===== src/rtl/dwa_element_selector.sv =====
// rtl/dwa_element_selector.sv - data-weighted-averaging unit-element selector with LFSR pointer dither
module dwa_element_selector #(
  parameter int         CODE_WIDTH = 3,
  parameter int         NUM_ELEM   = 7,
  parameter logic [7:0] LFSR_INIT  = 8'hFF
) (
  input  logic                  clk,
  input  logic                  rst,
  input  logic [CODE_WIDTH-1:0] code_in,
  input  logic                  code_valid,
  input  logic                  rand_en,
  input  logic                  ptr_clr,
  output logic [NUM_ELEM-1:0]   en_out,
  output logic                  out_valid,
  output logic [CODE_WIDTH-1:0] ptr_out
);

  // Two extra bits hold start + code + dither (up to 2*NUM_ELEM) without overflow.
  localparam int SW = CODE_WIDTH + 2;
  localparam logic [SW-1:0] N_W = SW'(NUM_ELEM);

  logic [CODE_WIDTH-1:0] ptr;
  logic [7:0]            lfsr;

  logic [SW-1:0]         code_sat;
  logic [SW-1:0]         start;
  logic                  dither;
  logic [SW-1:0]         sum_raw;
  logic [SW-1:0]         sum_mod1;
  logic [SW-1:0]         sum_mod2;
  logic [NUM_ELEM-1:0]   en_next;
  logic [CODE_WIDTH-1:0] ptr_next;
  logic [7:0]            lfsr_next;

  // Element i is on when its distance ahead of the start pointer, around the ring, is below code.
  function automatic logic window_hit(input logic [SW-1:0] idx,
                                      input logic [SW-1:0] s,
                                      input logic [SW-1:0] code);
    logic [SW-1:0] offset;
    if (idx >= s) begin
      offset = idx - s;
    end else begin
      offset = idx + N_W - s;
    end
    return offset < code;
  endfunction

  // Saturate the code, pick the start element and build the rotated thermometer mask.
  always_comb begin
    code_sat = {2'b00, code_in};
    if (code_sat > N_W) begin
      code_sat = N_W;
    end
    start = ptr_clr ? '0 : {2'b00, ptr};
    en_next = '0;
    for (int i = 0; i < NUM_ELEM; i++) begin
      en_next[i] = window_hit(SW'(i), start, code_sat);
    end
  end

  // Next pointer: dither comes from the pre-advance LFSR bit; two conditional subtracts bound the sum.
  always_comb begin
    dither   = rand_en & lfsr[0];
    sum_raw  = start + code_sat + {{(SW-1){1'b0}}, dither};
    sum_mod1 = (sum_raw  >= N_W) ? (sum_raw  - N_W) : sum_raw;
    sum_mod2 = (sum_mod1 >= N_W) ? (sum_mod1 - N_W) : sum_mod1;
    ptr_next = sum_mod2[CODE_WIDTH-1:0];
    lfsr_next = {lfsr[6:0], lfsr[7] ^ lfsr[5]};
  end

  // Register outputs, pointer and LFSR; everything holds when no sample is accepted.
  always_ff @(posedge clk) begin
    if (rst) begin
      en_out    <= '0;
      out_valid <= 1'b0;
      ptr       <= '0;
      lfsr      <= LFSR_INIT;
    end else begin
      out_valid <= code_valid;
      if (code_valid) begin
        en_out <= en_next;
        ptr    <= ptr_next;
        lfsr   <= lfsr_next;
      end
    end
  end

  assign ptr_out = ptr;

endmodule


===== config.mk =====
export PLATFORM = sky130hd
export DESIGN_NAME = dwa_element_selector
export DESIGN_NICKNAME = d
export VERILOG_FILES = /design/src/rtl/dwa_element_selector.sv
export SDC_FILE = /design/constraint.sdc
export NUM_CORES = 1
export LEC_CHECK = 0
export ABC_AREA = 0
export CAP_MARGIN = 20
export CORE_ASPECT_RATIO = 1.25
export CORE_UTILIZATION = 25
export CTS_CLUSTER_DIAMETER = 120
export CTS_CLUSTER_SIZE = 30
export DETAILED_ROUTE_END_ITERATION = 16
export SLEW_MARGIN = 0
export SYNTH_ARGS = -nofsm -noshare
export SYNTH_HDL_FRONTEND = slang
export SYNTH_SLANG_ARGS = --single-unit

===== constraint.sdc =====
create_clock -name clk -period 4.5 [get_ports clk]
set_input_delay 1.125 -clock clk [delete_from_list [all_inputs] [get_ports clk]]
set_output_delay 1.125 -clock clk [all_outputs]
set_load 0.01 [all_outputs]

Yosys cells after proc, flatten, opt, wreduce, memory -nomap -nowiden
Index checks and enable logic that the tools add are counted. W data, S select, Z words.

Latch bits: 0. Memory bits (writable): 0. Memory bits (read-only): 0. Memories: 0. Input bits: 8. Flip-flop bits (word level): 19. Word-level logic and storage cells: 50.

Equal/unequal tests: 0. Div/mod/pow operators: 0. $lt $le $gt $ge: 16. Reduce and logical (&&, ||, !) cells: 0. Shift operators: 0. $mul: 0. Bitwise logic cells: 2. Muxes and demuxes: 10. Add/sub/neg operators: 18.

Operator list (number): $mux W5 (8); $lt A5 B3 Y1 (7); $sub A4 B3 Y5 const A (6); $sub A3 B3 Y4 const A (4); $ge A5 B3 Y1 const B (2); $ge A3 B3 Y1 const A (3); $sub A1 B3 Y4 const A (2); $sub A2 B3 Y4 const A (2); $ge A1 B3 Y1 const A (2); $ge A2 B3 Y1 const A (2); $mux W3 (2); $add A4 B1 Y5 (1); $sub A5 B3 Y5 const B (1); $add A3 B3 Y4 (1); $sub A3 B3 Y3 const B (1); $and A1 B1 Y1 (1); $xor A1 B1 Y1 (1).

Logic depth before layout (Yosys ltp)
Gate-level depths: netlist of the first run.

Depth after elaboration: 7. Depth in mapped cells: 20. Gate-level depth less buffers: 19.

Worst setup path after synthesis of the first run
No wires, ideal clock.

Path type: input -> register. From: input port ptr_clr. To: register ptr[0], in the netlist ptr_out[0]. Path buffers: 1. Arrival: 4.568 ns. Slack: -0.164 ns. Stages: 19. Required time: 4.405 ns. Setup time: 0.095 ns. Cells stage by stage: nor2b_1 buf_2 xnor2_1 ha_1 a21oi_1 fa_1 inv_1 ha_1 inv_1 nor2_1 a211o_1 o21ai_1 inv_1 ha_1 or3_1 a21oi_1 a2111oi_2 or3_1 o311ai_1.

Longest elaborated chain between the ends: 7. Elaborated cells on any way between the ends: 9.

RTL lines: from (decl) (line 12) `input logic ptr_clr,`; $mux W3 * (line 54) `start = ptr_clr ? '0 : {2'b00, ptr};`; $add A3 B3 Y4 * (line 64) `sum_raw = start + code_sat + {{(SW-1){1'b0}}, dither};`; $add A4 B1 Y5 * (line 64); $sub A5 B3 Y5 or $ge A5 B3 Y1 (tied branches) (line 65) `sum_mod1 = (sum_raw >= N_W) ? (sum_raw - N_W) : sum_raw;`; $mux W5 * (line 65); $ge A5 B3 Y1 or $sub A3 B3 Y3 (tied branches) (line 66) `sum_mod2 = (sum_mod1 >= N_W) ? (sum_mod1 - N_W) : sum_mod1;`; $mux W3 * (line 66); to (signal assigned) (line 82) `ptr <= ptr_next;`; to (decl) (line 22) `logic [CODE_WIDTH-1:0] ptr;`.

Every way passes the cells marked *; elsewhere a longest branch is shown, timed or not. A chain may end at the register's enable or synchronous reset.

Final worst setup path of the first run
From: input port rand_en. To: register ptr[0], in the netlist ptr_out[0].

Longest elaborated chain between the ends: 6. Elaborated cells on any way between the ends: 8.

RTL lines: from (decl) (line 11) `input logic rand_en,`; $and A1 B1 Y1 * (line 63) `dither = rand_en & lfsr[0];`; $add A4 B1 Y5 * (line 64); $sub A5 B3 Y5 or $ge A5 B3 Y1 (tied branches) (line 65); $mux W5 * (line 65); $ge A5 B3 Y1 or $sub A3 B3 Y3 (tied branches) (line 66); $mux W3 * (line 66).

Marked as above.

==> reports/metrics.yaml, run 1 <==
route.met2.wl_um: 2615
n_fill_cell: 829
ys.warnings.count: 0
netlist_top_cells_area: "ha_1 (22%), dfxtp_1 (19%), a21oi_1 (5.0%), a211o_1 (3.9%), o21ai_0 (3.7%)"
ir_drop_v: 0.0002850
place_ws_ns: -0.4231
synth_flop_cell: "dfxtp_1"
avgViaCountPerCell: 5.013
synth_nets: 287
grt_max_degree: 31
post-synth-top-area-fraction: 0.2169
nets: 333
stdcell_area_um2: 2604
p_leak_nw: 1.167
crit_path_max_fanout: 4
synthMostInstantiatedCell: "ha_1"
period_share: 0.9672
crit_path_end_kind: "flop"
row_count: 36
die-area_um2: 8443
grt_usage: 0.1357
syn_to_final_growth_pct: 28.93
placed_cell_area_um2: 2470
grt-ovfl-total: 0
route.top_layer_used: "met4"
met1_length_um: 2239
status: "finished clean"
gp_congestion: 0.8357
ys_types: 51
crit_type: "primary input to flop"
ys_ff_latch: 19
fp.dieW_um: 82.39
wirelength_um: 5142
antenna_left: 0
tritoncts_num_sinks: 19
antenna_found_initial: 0
grt_pass1_vias: 1936
first_pass_iters: 4
ios: 19
netlist_instances: 243
setup_ws_ns: 0.1476
clock_skew_ns: 0.002091
root_buffer: "clkbuf_8"
met3_length_um: 172
die_h_um: 102.5
place_inst: 372
insertion_delay_ns: 0.26
diodes: 0
async_flop_share: 0
powerDensity_nw_per_um2: 502.5
clk_pin_slew_ns: 0.07
num_vias: 1920
wl_per_cell_um: 13.43
crit_arrival_ns: 4.51
holdCritPathClass: "flop to flop"
drive_above_1_share: 0.2257
postSynthAreaPerCell_um2: 8.310
drc_errors: 0
htree_levels: 1
seq_area_frac_synth: 0.1884
drtIter0Drc: 69
ff2ff_path_depth: 18
cp-start-kind: "primary input"
final_core_util: 0.3341
slew_violations: 0
initial_core_util: 0.2592
synth_commonest_cells: "ha_1 (35), a21oi_1 (20), dfxtp_1 (19), inv_1 (19), nand2_1 (16)"
setup_viol: 0
cts_buffers: 3
dp_hpwl_um: 3862
clk_path_buf_depth: 2
slew_headroom: 0.6119
cts-hold-fix-buffers: 0
cts_tree: "built"
fmax_ghz: 0.2298
min_period_ns: 4.352
io_buffer_count: 18
cap_violations: 0
whs_path_depth: 1
netlist_area_um2: 2019
finalHoldViolCount: 0
critPathRequiredTime_ns: 4.66
synth_largest_area_cell: "ha_1"
tightest_slew_ns: 0.5804
fin_cells: 383
synth_edf_count: 0
coreArea_um2: 7792
grt_pass1_wl_um: 8852
per-stage QoR:
step,TNS (ns),hold WS (ns),power (mW)
6_report,0,0.4629,1.308
4_1_cts,0,0.4661,1.280
3_3_place_gp,-1.071,0.4363,1.072
3_5_place_dp,-1.229,0.4449,1.085
2_1_floorplan,0,0.4314,0.8003
5_1_grt,-0.07235,0.4786,1.442
sequential cells by signal, summed over array words and instances, names as in the netlist:
register / cells
out_valid: 1
ptr_out: 3
lfsr: 8
en_out: 7
final timing paths:
path                            startpoint         end  slack (ns)
worst max-delay path               rand_en  ptr_out[0]        0.15
worst min-delay path               lfsr[4]     lfsr[5]        0.46
worst max register to register  ptr_out[0]  ptr_out[0]        0.72
worst min register to register     lfsr[4]     lfsr[5]        0.46
cell usage in the layout, fill, tap and decap left out, drive strengths merged, types with 2 or more instances in the layout:
cell | Yosys | final
xnor2 | 4 | 4
mux2 | 3 | 3
a32o | 2 | 2
nand2b | 8 | 8
nand3b | 2 | 2
dlygate4sd2 | 0 | 2
a2111oi | 3 | 3
a21oi | 20 | 20
nand3 | 5 | 5
mux2i | 4 | 4
nor2b | 11 | 11
a31oi | 5 | 5
a211o | 9 | 9
nor3 | 3 | 3
clkdlybuf4s50 | 0 | 16
a21o | 2 | 2
ha | 35 | 35
buf | 5 | 34
inv | 20 | 20
o2111ai | 2 | 2
or3 | 3 | 3
nor2 | 14 | 14
a21boi | 4 | 4
clkbuf | 6 | 3
a211oi | 2 | 2
or2 | 3 | 3
o31ai | 2 | 2
o21ai | 18 | 18
dfxtp | 19 | 19
nand2 | 16 | 16
what timing repair did:
| item | CTS | global route |
|---|---|---|
| setup buffers | 3 | 4 |
| gates resized for setup | 7 | 5 |
| cloned | 0 | 0 |
| pin swaps | 5 | 6 |
| setup endpoints to repair | 3 | 3 |
area by class of cell:
class,instances,area [µm²],area share
multi-input combinational,193,1550,0.5954
clock inverter,1,5.005,0.001922
inverter,20,75.07,0.02883
tap,95,118.9,0.04565
timing repair buffer,52,432.9,0.1663
sequential,19,380.4,0.1461
clock buffer,3,41.29,0.01586
routing by layer:
metal | vias to the layer above | global-route usage
met5 | - | 0
met4 | 0 | 0.04049
met3 | 11 | 0.02768
met2 | 38 | 0.2543
met1 | 903 | 0.1501
li1 | 968 | -
report_power, final:
part / switching (mW) / internal, mW / total, mW
Combinational: 0.464 / 0.496 / 0.960
Sequential: 0.0296 / 0.199 / 0.228
Clock: 0.0587 / 0.0616 / 0.120
worst max-delay path, stage by stage:
cell and delay (ns):
clkdlybuf4s50_1 0.47, and2_4 0.14, ha_2 0.17, a21oi_2 0.04, fa_1 0.49, inv_1 0.06
ha_2 0.21, inv_2 0.06, nor2_1 0.05, a211o_1 0.27, o21ai_2 0.16, inv_1 0.06
ha_2 0.18, or3_1 0.36, a21oi_2 0.19, a2111oi_4 0.07, or3_1 0.32, o311ai_1 0.09
logic make-up (layout without fill, tap and decap cells):
family / after synthesis / count (layout) / synth area share
AO/OA/AOI/OAI: 76 / 76 / 0.2652
XOR/XNOR: 5 / 5 / 0.03098
adder cells (fa/ha/maj): 36 / 36 / 0.2268
buffers and inverters: 31 / 76 / 0.06753
flip-flops: 19 / 19 / 0.1883
multiplexers: 7 / 7 / 0.03655
AND/OR/NAND/NOR: 69 / 69 / 0.1846
Note: power is estimated with default switching activity, not from simulation.
==> run 2, diff against run 1 <==
--- a/config.mk
+++ b/config.mk
@@ -8,10 +8,11 @@
 export ABC_AREA = 0
 export CAP_MARGIN = 20
 export CORE_ASPECT_RATIO = 1.25
-export CORE_UTILIZATION = 25
+export CORE_UTILIZATION = 52
 export CTS_CLUSTER_DIAMETER = 120
 export CTS_CLUSTER_SIZE = 30
 export DETAILED_ROUTE_END_ITERATION = 16
+export PLACE_DENSITY = 0.76
 export SLEW_MARGIN = 0
 export SYNTH_ARGS = -nofsm -noshare
 export SYNTH_HDL_FRONTEND = slang
==> reports/metrics.yaml, run 2 (synthesized netlist as in run 1, its figures left out) <==
first_pass_iters: 10
violations: "design-rule violations"
wl_per_cell_um: 15.33
multi_input_area_um2: 1559
n_fill_cell: 311
htree_levels: 1
regToRegSetupSlack_ns: 0.63
crit_arrival_ns: 4.54
p_total_mw: 1.290
critPathRequiredTime_ns: 4.66
io_buffer_count: 18
nets: 329
insertion_delay_ns: 0.26
crit_chain: "dlygate4sd2_1 > nor2b_2 > xnor2_2 > ha_2 > a21oi_2 > fa_1 > inv_1 > ha_2 > inv_2 > nor2_1 > a211o_1 > o21ai_2 > inv_1 > ha_2 > or3_1 > a21oi_2 > a2111oi_4 > or3_1 > o311ai_1"
die-area_um2: 4139
setup_viol: 0
intPower_mw: 0.7312
layout_common_cells: "ha_1 (32), buf_4 (30), dfxtp_1 (19)"
slew_headroom: 0.6184
fmax_ghz: 0.2282
grt_max_degree: 21
grt-ovfl-total: 0
holdCritPathClass: "flop to flop"
root_buffer: "clkbuf_8"
ff_latch_area_um2: 380.4
ff2ff_path_depth: 18
final_core_util: 0.6972
crit_path_max_fanout: 3
fp.dieW_um: 57.74
crit_type: "primary input to flop"
cts_buffers: 3
place_ws_ns: -0.4151
avgViaCountPerCell: 5.845
wirelength_um: 4951
p_leak_nw: 1.150
powerDensity_nw_per_um2: 513.6
pwr-share-comb: 0.729
antenna_left: 0
slew_violations: 0
num_vias: 1888
drtIter0Drc: 107
clock_skew_ns: 0.001984
startpoint: "ptr_clr"
crit_path_end_kind: "flop"
grt_usage: 0.2532
cts_tree: "built"
finalHoldViolCount: 0
whs_ns: 0.4552
period_share: 0.9738
cpPeakStageDelay_ns: 0.51
crit_end: "ptr_out[0]"
cp_slowest_cell: "fa_1"
clk_path_buf_depth: 2
grt_pass1_wl_um: 8307
switching_power_mw: 0.5591
cap_violations: 0
r2r-start: "ptr_out[0]"
p_sw_frac: 0.4333
grt_pass1_vias: 1864
drc_errors: 2
totalNegativeSetupSlack_ns: 0
initial_core_util: 0.5604
coreArea_um2: 3603
cp-start-kind: "primary input"
dp_hpwl_um: 3622
tightest_slew_ns: 0.5707
drive_above_1_share: 0.2183
gp_congestion: 0.9107
reg2reg_to: "ptr_out[0]"
largest-register: "lfsr"
whs_path_depth: 1
ios: 19
row_count: 24
clk_pin_slew_ns: 0.07
diodes: 0
final_common_cell: "ha_1"
syn_to_final_growth_pct: 24.41
antenna_found_initial: 0
status: "finished, violations left"
tritoncts_num_sinks: 19
ir_drop_v: 0.0002032
p_clk_frac: 0.094
die_h_um: 71.68
cp_common_cell: "ha_2"
cts-hold-fix-buffers: 0
min_period_ns: 4.382
seq_power_share: 0.177
setup_ws_ns: 0.1178
largest_reg_flops: 8
## run 2: changes by cell type in the layout (fill, tap and decap cells not counted), sizes merged
cell,change
buf,-4
## run 2: power by group through the flow
stage	clock, mW	sequential (mW)	combinational, mW
after floorplan	0	0.236	0.564
after global placement	0	0.231	0.813
after detailed placement	0	0.231	0.839
after CTS	0.124	0.228	0.891
after global routing	0.130	0.232	1.03
final	0.121	0.229	0.941
## run 2: through the flow
stage,std cells,cell area [µm²]
6_report,323,2512
4_1_cts,320,2472
3_3_place_gp,315,2392
3_5_place_dp,315,2392
2_1_floorplan,243,2032
5_1_grt,323,2512
## run 2: cell type report
type                       instances  area share
clock buffer                       3     0.01643
clock inverter                     1    0.001992
inverter                          20     0.02988
multi-input combinational        193      0.6205
sequential                        19      0.1514
tap                               39     0.01942
timing repair buffer              48      0.1604
## run 2: critical path: cells and delay by family
family | cells | cell delay, ns
adder cells (fa/ha/maj) | 4 | 1.11
AND/OR/NAND/NOR | 4 | 0.90
AO/OA/AOI/OAI | 6 | 0.82
buffers and inverters | 4 | 0.44
XOR/XNOR | 1 | 0.14
## run 2: routing by layer
metal,vias up,GRT usage,share of wire
met2,44,0.4548,0.51
met1,884,0.3059,0.45
met5,-,0,0
met3,7,0.03610,0.032
met4,0,0.08466,0.011
li1,953,-,-
## run 2: timing repair
| action | CTS | global route |
|---|---|---|
| pin swaps | 11 | 7 |
| gates resized for setup | 8 | 4 |
| buffers inserted | 1 | 3 |
| setup endpoints to repair | 3 | 3 |
## run 2: worst min-delay path by stage
stage,startpoint,end,slack [ns]
5_1_grt,lfsr[4],lfsr[5],0.48
3_5_place_dp,lfsr[4],lfsr[5],0.44
6_report,lfsr[4],lfsr[5],0.46
3_3_place_gp,lfsr[4],lfsr[5],0.44
4_1_cts,lfsr[4],lfsr[5],0.46
2_1_floorplan,lfsr[1],lfsr[2],0.43
==> run 3, diff against run 2 <==
--- a/config.mk
+++ b/config.mk
@@ -8,11 +8,11 @@
 export ABC_AREA = 0
 export CAP_MARGIN = 20
 export CORE_ASPECT_RATIO = 1.25
-export CORE_UTILIZATION = 52
+export CORE_UTILIZATION = 44
 export CTS_CLUSTER_DIAMETER = 120
 export CTS_CLUSTER_SIZE = 30
 export DETAILED_ROUTE_END_ITERATION = 16
-export PLACE_DENSITY = 0.76
+export PLACE_DENSITY = 0.66
 export SLEW_MARGIN = 0
 export SYNTH_ARGS = -nofsm -noshare
 export SYNTH_HDL_FRONTEND = slang
==> reports/metrics.yaml, run 3 (synthesized netlist as in run 1, its figures left out) <==
cp-start-kind: "primary input"
stdcell_area_um2: 2571
crit_arrival_ns: 4.35
grt-ovfl-total: 0
clock_skew_ns: 0.002732
final_common_cell: "ha_1"
tightest_slew_ns: 0.6025
diodes: 0
tritoncts_num_sinks: 19
slew_headroom: 0.5971
final_core_util: 0.5855
ir_drop_v: 0.0001984
status: "finished clean"
gp_congestion: 0.8095
wl_per_cell_um: 13.87
row_count: 27
io_buffer_count: 18
avgViaCountPerCell: 5.376
grt_usage: 0.2065
layout_common_cells: "ha_1 (32), buf_4 (30), dfxtp_1 (19)"
nets: 330
p_total_mw: 1.293
largest_reg_flops: 8
drc_errors: 0
root_buffer: "clkbuf_8"
cts-hold-fix-buffers: 0
slew_violations: 0
n_fill_cell: 404
crit_path_max_fanout: 4
place_ws_ns: -0.4214
rsz0062_at_grt: "false"
placed_cell_area_um2: 2439
powerDensity_nw_per_um2: 502.9
critPathRequiredTime_ns: 4.66
cts_buffers: 3
grt_pass1_vias: 1792
clk_pin_slew_ns: 0.07
crit_type: "primary input to flop"
antenna_left: 0
initial_core_util: 0.4598
num_vias: 1844
grt_max_degree: 32
antenna_found_initial: 0
dp_hpwl_um: 3614
holdCritPathClass: "flop to flop"
ios: 19
setup_ws_ns: 0.3056
fp.dieW_um: 62.60
drtIter0Drc: 95
p_leak_nw: 1.174
syn_to_final_growth_pct: 27.32
die-area_um2: 4866
finalHoldViolCount: 0
grt_pass1_wl_um: 8162
coreArea_um2: 4392
htree_levels: 1
period_share: 0.9321
clk_path_buf_depth: 2
totalNegativeSetupSlack_ns: 0
fmax_ghz: 0.2384
first_pass_iters: 4
wirelength_um: 4757
insertion_delay_ns: 0.26
drive_above_1_share: 0.2316
setup_viol: 0
cts_tree: "built"
cap_violations: 0
min_period_ns: 4.194
die_h_um: 77.75
largest-register: "lfsr"
crit_path_end_kind: "flop"
-- run 3: cell count changes in the layout (fill, tap and decap cells not counted), moves of 2 or more --
| cell | delta |
|---|---|
| ha_4 | +2 |
| inv_1 | -2 |
| ha_2 | -2 |
| dlygate4sd2_1 | -2 |
| dlymetal6s2s_1 | +2 |
| inv_2 | +2 |
-- run 3: layout make-up --
type / count / area (µm²) / share of cell area
multi-input combinational: 193 / 1580 / 0.6146
timing repair buffer: 49 / 416.7 / 0.1620
sequential: 19 / 380.4 / 0.1479
inverter: 20 / 75.07 / 0.02920
tap: 58 / 72.57 / 0.02822
clock buffer: 3 / 41.29 / 0.01606
clock inverter: 1 / 5.005 / 0.001946
-- run 3: per-layer routing --
metal	track usage	wire [µm]	vias up
li1	-	-	957
met1	0.2480	2116	859
met2	0.3826	2477	22
met3	0.03235	127	6
met4	0.03953	36	0
met5	0	0	-
-- run 3: power by group --
| part | leakage, nW | total [mW] | internal (mW) | switching [mW] |
|---|---|---|---|---|
| registers | 0.157 | 0.226 | 0.199 | 0.0268 |
| logic | 0.991 | 0.949 | 0.485 | 0.464 |
| clock network | 0.0255 | 0.119 | 0.0616 | 0.0570 |
-- run 3: final timing paths --
kind                    from    endpoint  slack (ns)  cells past startpoint
hold / removal       lfsr[3]     lfsr[4]        0.46                      1
hold reg to reg      lfsr[3]     lfsr[4]        0.46                      1
setup / recovery     ptr_clr  ptr_out[0]        0.31                     19
setup reg to reg  ptr_out[0]  ptr_out[0]        0.71                     18
-- run 3: timing repair --
action                                  CTS  global route
endpoints found under the setup margin    3             3
gates resized for setup                   6            15
setup buffers                             0             2
pin swaps                                 5            11
-- run 3: critical path, cell delays in order --
cell       delay [ns]
clkbuf_2         0.10
nor2b_2          0.18
xnor2_2          0.15
ha_4             0.17
a21oi_2          0.04
fa_1             0.57
inv_2            0.06
ha_4             0.16
inv_2            0.05
nor2_1           0.05
a211o_1          0.29
o21ai_2          0.14
inv_1            0.06
ha_2             0.19
or3_1            0.36
a21oi_2          0.19
a2111oi_4        0.07
or3_1            0.31
o311ai_1         0.08
-- run 3: stage by stage --
stage / hold WS, ns / instances
floorplan: 0.4314 / 243
global placement: 0.4406 / 337
detailed placement: 0.4437 / 337
CTS: 0.4634 / 341
global route: 0.4872 / 343
finish: 0.4612 / 343
